<file path="config.mk">
export PLATFORM = sky130hd
export DESIGN_NAME = display_write_arbiter
export DESIGN_NICKNAME = d
export VERILOG_FILES = /design/src/rtl/display_pkg.sv /design/src/rtl/display_write_arbiter_rr.sv /design/src/rtl/display_write_arbiter.sv
export SDC_FILE = /design/constraint.sdc
export NUM_CORES = 1
export LEC_CHECK = 0
export BUFFER_PORTS_ARGS = -buffer_cell sky130_fd_sc_hd__buf_4
export CORE_MARGIN = 4
export CORE_UTILIZATION = 30
export DETAILED_ROUTE_END_ITERATION = 8
export GPL_ROUTABILITY_DRIVEN = 0
export PLACE_DENSITY_LB_ADDON = 0.05
export SETUP_SLACK_MARGIN = 0.5
export SLEW_MARGIN = 15
export SYNTH_ARGS = -nofsm -noshare
export SYNTH_HDL_FRONTEND = slang
export SYNTH_SLANG_ARGS = --single-unit
</file>
<file path="constraint.sdc">
create_clock -name i_clk -period 1.4 [get_ports i_clk]
set_input_delay 0.28 -clock i_clk [delete_from_list [all_inputs] [get_ports i_clk]]
set_output_delay 0.28 -clock i_clk [all_outputs]
set_load 0.02 [all_outputs]
</file>
<file path="src/rtl/display_pkg.sv">
// Shared types and constants for the display write arbiter: FSM states,
// requester indices and default address widths.
package display_pkg;

  typedef enum logic [1:0] {
    IDLE = 2'd0,
    OWN  = 2'd1,
    PEND = 2'd2
  } arb_state_e;

  localparam int REQ_SPI    = 0;
  localparam int REQ_RENDER = 1;

  localparam int DEF_ROWS    = 8;
  localparam int DEF_COLUMNS = 32;

  // Address width for a given depth; never narrower than one bit.
  function automatic int addr_w(input int depth);
    return (depth > 1) ? $clog2(depth) : 1;
  endfunction

  localparam int ROW_W = addr_w(DEF_ROWS);
  localparam int COL_W = addr_w(DEF_COLUMNS);

endpackage

</file>
<file path="src/rtl/display_write_arbiter_rr.sv">
// Two-input round-robin picker: on a tie the requester that did not win
// last time is chosen. Output is one-hot, or zero when nobody requests.
module rr_arbiter2
  import display_pkg::*;
(
  input  logic [1:0] i_req,
  input  logic       i_last,
  output logic [1:0] o_pick
);

  always_comb begin
    o_pick = 2'b00;
    case (i_req)
      2'b01:   o_pick[REQ_SPI]    = 1'b1;
      2'b10:   o_pick[REQ_RENDER] = 1'b1;
      2'b11: begin
        if (i_last) o_pick[REQ_SPI]    = 1'b1;
        else        o_pick[REQ_RENDER] = 1'b1;
      end
      default: o_pick = 2'b00;
    endcase
  end

endmodule

</file>
<file path="src/rtl/display_write_arbiter.sv">
// Frame-level owner of the display-memory write port and buffer flip.
// Optional ownership watchdog is built when ARB_TIMEOUT_EN is defined.
//
//   state | meaning
//   IDLE  | no owner; arbitrate on any req
//   OWN   | one producer owns the back buffer and its writes pass through
//   PEND  | frame loaded; waiting for frame_complete to flip buffers
module display_write_arbiter
  import display_pkg::*;
#(
  parameter  int rows           = DEF_ROWS,
  parameter  int columns        = DEF_COLUMNS,
  parameter  int width          = 48,
  parameter  int timeout_cycles = 1048576,
  localparam int RW             = addr_w(rows),
  localparam int CW             = addr_w(columns)
) (
  input  logic              i_clk,
  input  logic              i_rst,
  input  logic [1:0]        i_req,
  input  logic [1:0]        i_done,
  input  logic [1:0]        i_wen,
  input  logic [2*RW-1:0]   i_wrow,
  input  logic [2*CW-1:0]   i_wcol,
  input  logic [2*width-1:0] i_wdata,
  input  logic              i_frame_complete,
  output logic [1:0]        o_gnt,
  output logic              o_m_wen,
  output logic [RW-1:0]     o_m_wrow,
  output logic [CW-1:0]     o_m_wcol,
  output logic [width-1:0]  o_m_wdata,
  output logic              o_mem_flip,
  output logic              o_busy,
  output logic [7:0]        o_frame_count,
  output logic              o_timeout
);

  arb_state_e r_state;
  logic [1:0] r_gnt;
  logic       r_owner;
  logic       r_last;
  logic       r_flip;
  logic [7:0] r_frame_count;
  logic [1:0] w_pick;
  logic       w_own;
  logic       w_owner_wen;
  logic       w_wd_expire;

  rr_arbiter2 u_rr (
    .i_req  (i_req),
    .i_last (r_last),
    .o_pick (w_pick)
  );

  assign w_own       = (r_state == OWN);
  assign w_owner_wen = i_wen[r_owner];

  assign o_m_wen   = w_own & w_owner_wen;
  assign o_m_wrow  = !w_own ? '0 : (r_owner ? i_wrow[2*RW-1:RW] : i_wrow[RW-1:0]);
  assign o_m_wcol  = !w_own ? '0 : (r_owner ? i_wcol[2*CW-1:CW] : i_wcol[CW-1:0]);
  assign o_m_wdata = !w_own ? '0 : (r_owner ? i_wdata[2*width-1:width] : i_wdata[width-1:0]);

  assign o_gnt         = r_gnt;
  assign o_mem_flip    = r_flip;
  assign o_busy        = (r_state != IDLE);
  assign o_frame_count = r_frame_count;

`ifdef ARB_TIMEOUT_EN
  localparam int WDW = $clog2(timeout_cycles + 1);
  logic [WDW-1:0] r_wd_cnt;
  logic           r_timeout;

  // Idle cycles since grant or the owner's last write.
  assign w_wd_expire = w_own && !w_owner_wen && (r_wd_cnt == WDW'(timeout_cycles - 1));
  assign o_timeout   = r_timeout;

  always_ff @(posedge i_clk) begin
    if (i_rst) begin
      r_wd_cnt <= '0;
    end else if (r_state == IDLE || !w_own || w_owner_wen || w_wd_expire) begin
      r_wd_cnt <= '0;
    end else begin
      r_wd_cnt <= r_wd_cnt + 1'b1;
    end
  end

  always_ff @(posedge i_clk) begin
    if (i_rst) r_timeout <= 1'b0;
    else       r_timeout <= w_wd_expire && !i_done[r_owner] && i_req[r_owner];
  end
`else
  // Watchdog limit is only meaningful when the watchdog is built.
  localparam bit WD_PRESENT = (timeout_cycles < 0);
  assign w_wd_expire = WD_PRESENT;
  assign o_timeout   = 1'b0;
`endif

  always_ff @(posedge i_clk) begin
    if (i_rst) begin
      r_state       <= IDLE;
      r_gnt         <= 2'b00;
      r_owner       <= 1'b0;
      r_last        <= 1'b1;
      r_flip        <= 1'b0;
      r_frame_count <= 8'd0;
    end else begin
      case (r_state)
        IDLE: begin
          if (|i_req) begin
            r_gnt   <= w_pick;
            r_owner <= w_pick[REQ_RENDER];
            r_state <= OWN;
          end
        end
        OWN: begin
          if (i_done[r_owner]) begin
            r_gnt   <= 2'b00;
            r_state <= PEND;
          end else if (!i_req[r_owner]) begin
            r_gnt   <= 2'b00;
            r_state <= IDLE;
          end else if (w_wd_expire) begin
            r_gnt   <= 2'b00;
            r_last  <= r_owner;
            r_state <= IDLE;
          end
        end
        PEND: begin
          if (i_frame_complete) begin
            r_flip        <= ~r_flip;
            r_frame_count <= r_frame_count + 8'd1;
            r_last        <= r_owner;
            r_state       <= IDLE;
          end
        end
        default: r_state <= IDLE;
      endcase
    end
  end

endmodule

</file>
==> impl_metrics.csv, run 1 <==
group,metric,value,unit
run_status,status,"stopped before the end",
run_status,haltStage,"5_1_grt",
run_status,error,"[ERROR DPL-0033] detailed placement checks failed during check placement.",
clocking,root_buffer,"clkbuf_8",
clocking,clock_sinks,15,
sta,crit_endpoint,"o_m_wdata[42]",
synthesis,yosys_most_used_dff,"dfxtp_1",
synthesis,netlist.top_cell.by_area,"mux2i_1",
synthesis,syn-num-nets,327,
placement,portBuffers,189,
synthesis,synth.area.top_cells,"mux2i_1 (38%), dfxtp_1 (20%), nor2_1 (16%)",
clocking,clock_path_buffers,2,
floorplanning,io_pins,191,
floorplanning,die_h,79.60,microns
synthesis,synth-edff-count,0,
floorplanning,rows,25,
synthesis,synth_top_area_share,0.3841,
global_routing,grt_max_degree,20,
clocking,cts_buffers,3,
synthesis,async_reset_ff_frac,0,
synthesis,synth.distinct_cells,30,
floorplanning,die_w,79.60,microns
placement,dp_hpwl,6.486,mm
floorplanning,initial_core_util,0.3172,
synthesis,seq_area_frac_synth,0.1953,
synthesis,syn_inst,205,
sta,worstEpCategory,"output port",
synthesis,synth_area,1538,sq um
synthesis,syn_area_per_cell,7.501,sq um
clocking,cts_max_level,1,
synthesis,ys_warn_count,0,
global_routing,antenna_found_initial,0,
synthesis,yosys_register_bits,15,
==> cells by family after synthesis <==
family,after synthesis,synth area share
and+or+nand+nor,86,0.2408
muxes,59,0.3841
AOI/OAI and AO/OA,21,0.09032
buffers and inverters,19,0.06184
DFF,15,0.1953
xor gates and xnor gates,3,0.01709
adders and majority gates,1,0.008135
other,1,0.002439
==> synthesized netlist by cell type (3+ instances only) <==
cell and count:
xor2_1 3, mux2i_1 59, o21ai_0 3, dfxtp_1 15
a311oi_1 3, buf_2 10, clkbuf_1 5, a21oi_1 6
or3_1 3, nor2_1 66, nand2_1 3, nand3_1 3
==> through the flow <==
| step | area [sq um] | setup TNS, ns | setup WS [ns] | std cells | utilization |
|---|---|---|---|---|---|
| 3_5_place_dp | 3633 | -0.04516 | -0.01949 | 455 | 0.7494 |
| 3_3_place_gp | 3633 | 0 | 0.008611 | 455 | 0.7494 |
| 2_1_floorplan | 2152 | 0 | 0.05232 | 205 | - |
| 4_1_cts | 4332 | -12.55 | -0.2819 | 474 | 0.8934 |
==> timing repair <==
item	CTS
hold buffers	0
resized for setup	110
pin swaps	16
setup endpoints to repair	84
buffers inserted	12
cloned	3
hold endpoints to repair	0
==> run 2: changes to the inputs <==
--- a/config.mk
+++ b/config.mk
@@ -7,11 +7,10 @@
 export LEC_CHECK = 0
 export BUFFER_PORTS_ARGS = -buffer_cell sky130_fd_sc_hd__buf_4
 export CORE_MARGIN = 4
-export CORE_UTILIZATION = 30
+export CORE_UTILIZATION = 25
 export DETAILED_ROUTE_END_ITERATION = 8
 export GPL_ROUTABILITY_DRIVEN = 0
-export PLACE_DENSITY_LB_ADDON = 0.05
-export SETUP_SLACK_MARGIN = 0.5
+export PLACE_DENSITY_LB_ADDON = 0.15
 export SLEW_MARGIN = 15
 export SYNTH_ARGS = -nofsm -noshare
 export SYNTH_HDL_FRONTEND = slang
==> constraint.sdc (replaced) <==
create_clock -name i_clk -period 1.8 [get_ports i_clk]
set_input_delay 0.36 -clock i_clk [delete_from_list [all_inputs] [get_ports i_clk]]
set_output_delay 0.36 -clock i_clk [all_outputs]
set_load 0.02 [all_outputs]
==> run 2 against run 1 <==
  * The flow now finishes without violations
  * Area after synthesis stayed put
  * Synthesized cell count stayed put
==> impl_metrics.csv, run 2 <==
group,metric,value,unit
clocking,clk_pin_slew_worst_paths,0.06,ns
sta,setup_viol,0,
final_layout,diodes,0,
routing,wl,6.481,mm
routing,dr.first_iter.drc_count,63,
clocking,root_buffer,"clkbuf_8",
worst_setup_path,worst-path-max-fanout,24,
run_status,status,"finished clean",
routing,first_pass_iters,4,
sta,hold-worst-slack,0.4038,ns
floorplanning,rows,28,
final_layout,nFillCells,597,
synthesis,seq_area_frac_synth,0.1953,
final_layout,finalNetCount,513,
synthesis,netlist.top_cell.by_area,"mux2i_1",
final_layout,largest_register_ff_count,8,
synthesis,synthTopCellsByCount,"nor2_1 (66), mux2i_1 (59), dfxtp_1 (15)",
floorplanning,core_area,5956,sq um
sta,final-hold-violation-count,0,
synthesis,synth.most_common_cell,"nor2_1",
synthesis,async_reset_ff_frac,0,
routing,drt-vias-per-instance,4.645,
final_layout,final_common_cell,"buf_4",
sta,clock_skew,0.002745,ns
routing,route.detailed.drc,0,
synthesis,synth-edff-count,0,
global_routing,antenna_found_initial,0,
clocking,clock_sinks,15,
synthesis,yosys_most_used_dff,"dfxtp_1",
worst_setup_path,crit_arrival,1.33,ns
final_layout,mostFrequentLayoutCells,"buf_4 (195), nor2_1 (66), mux2i_1 (59)",
synthesis,synth.distinct_cells,30,
sta,rsz0062_at_grt,"true",
placement,dp_hpwl,5.431,mm
clocking,cts_tree,"done",
pwr,comb_power_share,0.579,
synthesis,syn_area_per_cell,7.501,sq um
worst_setup_path,end_kind,"primary output",
global_routing,grt_usage,0.1565,
floorplanning,die_h,86.43,microns
synthesis,synth_area,1538,sq um
floorplanning,initial_core_util,0.2582,
synthesis,yosys_register_bits,15,
run,cap_violations,0,
synthesis,synth.area.top_cells,"mux2i_1 (38%), dfxtp_1 (20%), nor2_1 (16%)",
pwr,power_switching,542.6,uW
worst_setup_path,path_class,"reg2out",
routing,vias,2160,
synthesis,syn_inst,205,
pwr,power.internal,951.8,uW
final_layout,regArea,305.3,sq um
synthesis,syn-num-nets,327,
global_routing,grt_pass1_wl,9.666,mm
placement,portBuffers,189,
pwr,p_total,1.494,mW
routing,ant_nets,0,
worst_setup_path,rrSetupSlack,0.24,ns
floorplanning,die_w,86.43,microns
synthesis,synth_top_area_share,0.3841,
global_routing,grt_max_degree,43,
clocking,cts_buffers,3,
pwr,p_per_area,478.7,nW/um^2
sta,max_freq,591.6,MHz
clocking,clock_path_buffers,2,
worst_setup_path,critPathLaunchType,"flip-flop",
floorplanning,floorplan.die_area,7469,sq um
final_layout,area_growth,103.0,%
final_layout,multi_input_area,1145,sq um
final_layout,layout-drive-gt1-share,0.5256,
floorplanning,io_pins,191,
global_routing,grt_remaining_overflow,0,
sta,period_minus_slack,1.690,ns
pwr,p_sw_frac,0.3631,
clocking,cts_max_level,1,
sta,period_share,0.9391,
global_routing,grt_pass1_vias,2094,
pwr,leakagePower,1.510,nW
sta,slew_violations,0,
pwr,pwr-share-seq,0.241,
pwr,ir_drop,315.5,uV
synthesis,ys_warn_count,0,
pwr,p_clk_frac,0.180,
clocking,clkLatencyLatePin,0.24,ns
worst_setup_path,worstPathRequired,1.44,ns
min_path,hold_path_class,"in2reg",
routing,wire_per_inst,13.94,microns
run 2: cell counts after synthesis:
No cell type changed its count.
run 2: repair_timing:
item,CTS,global route
endpoints found under the setup margin,32,1
buffers inserted,3,0
resized for setup,0,1
gates cloned,0,0
hold buffers,0,0
run 2: power groups by stage:
stage	combinational [mW]	clock [mW]	sequential, mW
final	0.865	0.269	0.360
after global routing	0.931	0.292	0.363
after CTS	0.874	0.278	0.360
after detailed placement	0.856	0	0.376
after global placement	0.850	0	0.375
after floorplan	0.424	0	0.364
run 2: path summary, 6_finish.rpt:
| kind | start | endpoint | cells after the start |
|---|---|---|---|
| max | r_owner$_SDFFE_PP0P_ | o_m_wdata[27] | 4 |
| min | i_rst | r_state[1]$_SDFFE_PP0P_ | 2 |
| max reg2reg | r_owner$_SDFFE_PP0P_ | o_gnt[0]$_SDFFE_PP0P_ | 4 |
| min reg2reg | o_frame_count[7]$_SDFFE_PP0P_ | o_frame_count[7]$_SDFFE_PP0P_ | 2 |
run 2: metrics by stage:
stage / instances / TNS, ns / cell area [sq um] / worst slack (ns) / utilization
global placement: 458 / 0 / 3052 / 0.2294 / 0.5124
global route: 465 / -0.00007450 / 3122 / -0.00007450 / 0.5242
finish: 465 / 0 / 3122 / 0.1096 / 0.5242
detailed placement: 458 / 0 / 3052 / 0.2215 / 0.5124
floorplan: 205 / 0 / 1538 / 0.1024 / -
CTS: 465 / 0 / 3120 / 0.09328 / 0.5240
run 2: cell families after synthesis:
| group | share of synthesized area |
|---|---|
| adders and majority gates | 0.008135 |
| and+or+nand+nor | 0.2408 |
| muxes | 0.3841 |
| xor gates and xnor gates | 0.01709 |
| other | 0.002439 |
| DFF | 0.1953 |
| AOI/OAI and AO/OA | 0.09032 |
| buffers and inverters | 0.06184 |
run 2: layout make-up:
| type | instances | area share |
|---|---|---|
| clock buffer | 3 | 0.01323 |
| tap | 75 | 0.03006 |
| inverter | 2 | 0.002405 |
| timing repair buffer | 198 | 0.4882 |
| sequential | 15 | 0.09780 |
| multi-input combinational | 171 | 0.3667 |
| clock inverter | 1 | 0.001603 |
run 2: critical path, stage by stage (launching register included):
cell     delay (ns)
dfxtp_4        0.43
buf_12         0.22
mux2i_1        0.21
nor2_1         0.06
buf_4          0.16
run 2: routing by layer:
layer | share of wire | wire (microns) | up-vias | GRT usage
li1 | - | - | 1088 | -
met1 | 0.37 | 2405 | 947 | 0.1775
met2 | 0.50 | 3250 | 117 | 0.2816
met3 | 0.11 | 739 | 8 | 0.05513
met4 | 0.013 | 86 | 0 | 0.03258
met5 | 0 | 0 | - | 0
(Power assumes the default switching activity.)
